File: config.mk
export PLATFORM = sky130hd
export DESIGN_NAME = frame_stream_sequencer
export DESIGN_NICKNAME = d
export VERILOG_FILES = /design/src/rtl/frame_stream_sequencer.sv
export SDC_FILE = /design/constraint.sdc
export NUM_CORES = 1
export LEC_CHECK = 0
export BUFFER_PORTS_ARGS = -buffer_cell sky130_fd_sc_hd__buf_2
export CAP_MARGIN = 20
export CORE_UTILIZATION = 50
export CTS_CLUSTER_SIZE = 12
export DETAILED_ROUTE_END_ITERATION = 10
export MAX_ROUTING_LAYER = met4
export PLACE_DENSITY = 0.77
export SYNTH_ARGS = -nofsm -noshare
export SYNTH_HDL_FRONTEND = slang
export SYNTH_SLANG_ARGS = --single-unit
File: constraint.sdc
create_clock -name clock -period 6.05 [get_ports clock]
set_input_delay 0.9075 -clock clock [delete_from_list [all_inputs] [get_ports clock]]
set_output_delay 0.9075 -clock clock [all_outputs]
set_load 0.05 [all_outputs]
File: src/rtl/frame_stream_sequencer.sv
// frame_stream_sequencer
// ----------------------
// Walks one image frame through a fixed-latency pixel datapath. Pixels are
// popped from a first-word-fall-through input FIFO, issued to the datapath
// with start-of-frame / end-of-line tags, tracked through a valid pipe that
// mirrors the datapath latency, and pushed into the output FIFO. Issued and
// retired pixel counts make the frame end exactly after the last write.
//
// Ports:
//   clock, reset         rising-edge clock, synchronous active-high reset
//   start                begin one frame (only honoured in IDLE)
//   in_empty, in_dout    input FIFO status and FWFT data
//   in_rd_en             input FIFO pop (same cycle as data use)
//   dp_din, dp_ce        pixel and clock-enable to the datapath
//   dp_sof, dp_eol       tags for the issued pixel
//   dp_dout              datapath result, PIPE_LAT enabled cycles after issue
//   out_full             output FIFO full; stalls the whole pipe
//   out_wr_en, out_din   output FIFO push and data
//   busy                 frame in progress (RUN or DRAIN)
//   done                 one-cycle pulse after the last pixel is written
//   frame_count          completed frames, wraps at 16 bits

module frame_stream_sequencer #(
  parameter int DWIDTH     = 24,
  parameter int IMG_WIDTH  = 720,
  parameter int IMG_HEIGHT = 540,
  parameter int PIPE_LAT   = 2
) (
  input  logic              clock,
  input  logic              reset,
  input  logic              start,
  input  logic              in_empty,
  input  logic [DWIDTH-1:0] in_dout,
  output logic              in_rd_en,
  output logic [DWIDTH-1:0] dp_din,
  output logic              dp_ce,
  output logic              dp_sof,
  output logic              dp_eol,
  input  logic [DWIDTH-1:0] dp_dout,
  input  logic              out_full,
  output logic              out_wr_en,
  output logic [DWIDTH-1:0] out_din,
  output logic              busy,
  output logic              done,
  output logic [15:0]       frame_count
);

  localparam int TOTAL = IMG_WIDTH * IMG_HEIGHT;
  localparam int CW    = $clog2(TOTAL + 1);
  localparam int XW    = (IMG_WIDTH > 1) ? $clog2(IMG_WIDTH) : 1;
  localparam int YW    = (IMG_HEIGHT > 1) ? $clog2(IMG_HEIGHT) : 1;

  localparam logic [CW-1:0] TOTAL_C = CW'(TOTAL);
  localparam logic [XW-1:0] X_LAST  = XW'(IMG_WIDTH - 1);
  localparam logic [YW-1:0] Y_LAST  = YW'(IMG_HEIGHT - 1);

  typedef enum logic [1:0] {
    S_IDLE  = 2'd0,
    S_RUN   = 2'd1,
    S_DRAIN = 2'd2,
    S_DONE  = 2'd3
  } state_t;

  state_t              state_q, state_d;
  logic [XW-1:0]       x_q, x_d;
  logic [YW-1:0]       y_q, y_d;
  logic [CW-1:0]       issued_q, issued_d;
  logic [CW-1:0]       retired_q, retired_d;
  logic [PIPE_LAT-1:0] vpipe_q, vpipe_d;
  logic [15:0]         frame_count_q, frame_count_d;

  // Handshake and tag outputs decoded from state and current position.
  always_comb begin
    busy        = (state_q == S_RUN) || (state_q == S_DRAIN);
    // Only the output FIFO can stall; an empty input just inserts bubbles.
    dp_ce       = busy & ~out_full;
    // FWFT input: the pop and the use of in_dout happen in the same cycle.
    in_rd_en    = (state_q == S_RUN) & dp_ce & ~in_empty;
    dp_din      = in_dout;
    dp_sof      = in_rd_en & (x_q == '0) & (y_q == '0);
    dp_eol      = in_rd_en & (x_q == X_LAST);
    out_wr_en   = dp_ce & vpipe_q[PIPE_LAT-1];
    out_din     = dp_dout;
    done        = (state_q == S_DONE);
    frame_count = frame_count_q;
  end

  // Next-state, position, counter and valid-pipe update.
  always_comb begin
    state_d       = state_q;
    x_d           = x_q;
    y_d           = y_q;
    issued_d      = issued_q;
    retired_d     = retired_q;
    vpipe_d       = vpipe_q;
    frame_count_d = frame_count_q;

    // Everything in flight moves only on enabled cycles so the valid pipe
    // stays aligned with the datapath's own pipeline registers.
    if (dp_ce) begin
      vpipe_d   = PIPE_LAT'({vpipe_q, in_rd_en});
      issued_d  = issued_q + CW'(in_rd_en);
      retired_d = retired_q + CW'(out_wr_en);
      if (in_rd_en) begin
        if (x_q == X_LAST) begin
          x_d = '0;
          // Wrap y after the last line so it never overflows its width.
          if (y_q == Y_LAST) begin
            y_d = '0;
          end else begin
            y_d = y_q + YW'(1);
          end
        end else begin
          x_d = x_q + XW'(1);
        end
      end else begin
        x_d = x_q;
      end
    end else begin
      vpipe_d = vpipe_q;
    end

    // Transitions use the post-update counts so a last issue or retire in
    // this cycle is seen immediately.
    case (state_q)
      S_IDLE: begin
        if (start) begin
          state_d   = S_RUN;
          x_d       = '0;
          y_d       = '0;
          issued_d  = '0;
          retired_d = '0;
          vpipe_d   = '0;
        end else begin
          state_d = S_IDLE;
        end
      end
      S_RUN: begin
        if (issued_d == TOTAL_C) begin
          state_d = S_DRAIN;
        end else begin
          state_d = S_RUN;
        end
      end
      S_DRAIN: begin
        if (retired_d == TOTAL_C) begin
          state_d       = S_DONE;
          frame_count_d = frame_count_q + 16'd1;
        end else begin
          state_d = S_DRAIN;
        end
      end
      S_DONE: begin
        state_d = S_IDLE;
      end
      default: begin
        state_d = S_IDLE;
      end
    endcase
  end

  // State and counter registers; reset abandons any frame in progress.
  always_ff @(posedge clock) begin
    if (reset) begin
      state_q       <= S_IDLE;
      x_q           <= '0;
      y_q           <= '0;
      issued_q      <= '0;
      retired_q     <= '0;
      vpipe_q       <= '0;
      frame_count_q <= 16'd0;
    end else begin
      state_q       <= state_d;
      x_q           <= x_d;
      y_q           <= y_d;
      issued_q      <= issued_d;
      retired_q     <= retired_d;
      vpipe_q       <= vpipe_d;
      frame_count_q <= frame_count_d;
    end
  end

endmodule
==> results.toml <==
[status]
status = "finished with violations"
violations = "design-rule violations"

[detailed_routing]
viasPerCell = 5.994
wl_met2_um = 4516
drc = 5
wl_met1_um = 4316
ant_nets = 0
drt_iter0_drc = 146
wl_met3_um = 454
wl_um = 9396
routedWlPerCell_um = 14.35
drt-pass1-iter-count = 8
top_layer = "met4"
num_vias = 3926

[synth]
async_flop_share = 0
synth-seq-area-share = 0.3391
yosysTopAreaCell = "dfxtp_1"
synthDominantCellAreaShare = 0.3391
synth_nets = 644
synth_area_per_cell_um2 = 7.980
synth_area_leaders = "dfxtp_1 (34%), buf_4 (8.0%), a21oi_1 (4.9%)"
ys_types = 55
yosysWarnings = 0
synth_edf_count = 0
synthFlopType = "dfxtp_1"
syn_inst = 577
synth_seq_cells = 78
syn_area_mm2 = 0.004604

[clocking]
clk_path_buf_depth = 2
ctsResizeCount = 0
cts_setup_buffers = 0
clock-sinks = 78
cts.htree.levels = 3
cts_tree = "yes"
cts.reportedPaths.clkPinSlew_ps = 90
cts-root-buf = "clkbuf_8"
hold_buffers = 0
cts-buffers-inserted = 9
clk_latency_ps = 360

[sta]
fin_crit_ps = 4429
timing.fmax_mhz = 225.8
finalSetupTns_ps = 0
slew_headroom = 0.3808
maxSlewViolCount = 0
hold_viol_final = 0
fin_hold_ws_ps = 456.8
finalClockSkew_ps = 15.79
setup_slack_ps = 1621
tightest_slew_ps = 928.8
period_share = 0.7320
rsz0062_at_grt = "false"
setup_viol = 0

[critical_path]
startpoint = "state_q[0]"
path_common_cell = "ha_1"
slowest_delay_ps = 590
cp-start-kind = "register"
arrival_ps = 4710
crit_required_ps = 6340
crit_path_end_kind = "register"
crit_slowest_cell = "or4_4"
path_max_fanout = 29
timing_worst_setup_path_type = "reg2reg"
path_cells = "inv_1 -> ha_1 -> nand2b_1 -> inv_2 -> and2_1 -> ha_1 -> ha_1 -> nand4b_1 -> or3_1 -> a211oi_1 -> nand4_1 -> or4_4 -> or4_1 -> a21oi_1"
reg2reg_from = "state_q[0]"

[final_layout]
finalNetCount = 609
fin_util = 0.5232
stdcell_count = 655
num_antenna_cells = 0
finalInstanceArea_mm2 = 0.004607
drive_gt1_frac = 0.09506
area_growth_pct = 0.05438

[floorplan]
die_x_um = 97.96
dieArea_mm2 = 0.009596
ios = 124
coreArea_mm2 = 0.008806
die_h_um = 97.96
initial_core_util = 0.5229
num_rows = 34

[power_and_ir_drop]
peakVddDrop_v = 0.0001295
p_leak_nw = 1.639
powerDensity_mw_per_mm2 = 207.0
total_power_uw = 953.7

[place]
dp_hpwl_um = 6580
place_ws_ps = 1515
gp_congestion = 0.9160
io_buffers = 27
postPlaceCellArea_mm2 = 0.004403
dp.cells = 639

[worst_hold_path]
hp-class = "reg2reg"
hold_start = "vpipe_q[1]"

[global_routing]
grt_pass1_vias = 3643
grtUsageTotal = 0.2073
grt_overflow = 0
antenna_found_initial = 0
grt_max_degree = 45
grt_pass1_wl_um = 15880

[job]
cap_violations = 0
-- state kept, by name, summed over array words and instances (netlist names), named ones only --
name,flops
frame_count,16
issued_q,19
retired_q,19
state_q,1
vpipe_q,2
x_q,10
y_q,10
-- critical path: cells and delay by family, from the launching register on --
kind                     cells  cell delay [ps]
AND/OR/NAND/NOR              7             2330
adder cells (fa/ha/maj)      3              920
flip-flops                   1              390
AO/OA/AOI/OAI                2              370
buffers and inverters        2              340
-- logic make-up (layout without fill, tap and decap cells) --
logic type,after synthesis,count (layout),share of synthesized area
adders and majority gates,14,14,0.03804
buffers and inverters,91,61,0.1179
xor gates and xnor gates,35,35,0.06658
and+or+nand+nor,257,257,0.3022
DFF,78,78,0.3391
AOI/OAI and AO/OA,99,99,0.1291
muxes,3,3,0.007065
-- power by group --
part	internal, mW	leakage (nW)	switching (mW)
Sequential	0.514	0.628	0.000777
Combinational	0.00811	0.909	0.0282
Clock	0.197	0.103	0.206
-- synth_stat cells, drive strengths merged (4+ instances only) --
library cell	n
nor3	14
buf	56
nor2b	4
and4	5
clkbuf	18
nand4b	4
dfxtp	78
ha	14
a21oi	45
nand3	26
o21ai	21
xor2	18
nand2	43
nand4	22
and2	8
xnor2	17
inv	17
or3	14
nor4	9
nor2	57
or4	14
o31ai	12
and3	21
-- layout by cell type, fill, tap and decap left out, types with 4 or more instances in the layout --
master	netlist	final
nand3_1	26	26
nand4_1	22	22
o21ai_1	5	5
dfxtp_1	78	78
o21ai_0	16	16
and3_1	21	21
nor2_1	57	57
and4_1	5	5
xor2_1	18	18
buf_2	2	27
clkbuf_8	0	9
or3_1	14	14
o31ai_1	12	12
ha_1	14	14
nor2b_1	4	4
nor3_1	13	13
and2_1	7	7
nand2_1	43	43
nor4_1	9	9
a21oi_1	45	45
or4_1	13	13
xnor2_1	17	17
inv_1	15	15
-- area by class of cell --
| type | instances | area [um^2] |
|---|---|---|
| fill | 840 | 4199 |
| multi-input combinational | 408 | 2500 |
| sequential | 78 | 1562 |
| timing repair buffer | 28 | 142.6 |
| tap | 108 | 135.1 |
| clock buffer | 9 | 123.9 |
| clock inverter | 7 | 80.08 |
| inverter | 17 | 63.81 |
-- metal layers --
| layer | vias to the layer above | GRT usage |
|---|---|---|
| li1 | 1946 | - |
| met1 | 1872 | 0.2349 |
| met2 | 98 | 0.3326 |
| met3 | 10 | 0.05798 |
| met4 | 0 | 0.1084 |
| met5 | - | - |
-- path summary, 6_finish.rpt --
| kind | slack [ps] | cells after the start | end |
|---|---|---|---|
| worst max-delay path | 1620 | 14 | frame_count[4] |
| worst min-delay path | 460 | 2 | vpipe_q[1] |
| worst max register to register | 1620 | 14 | frame_count[4] |
| worst min register to register | 460 | 2 | vpipe_q[1] |
(Power assumes the default switching activity.)
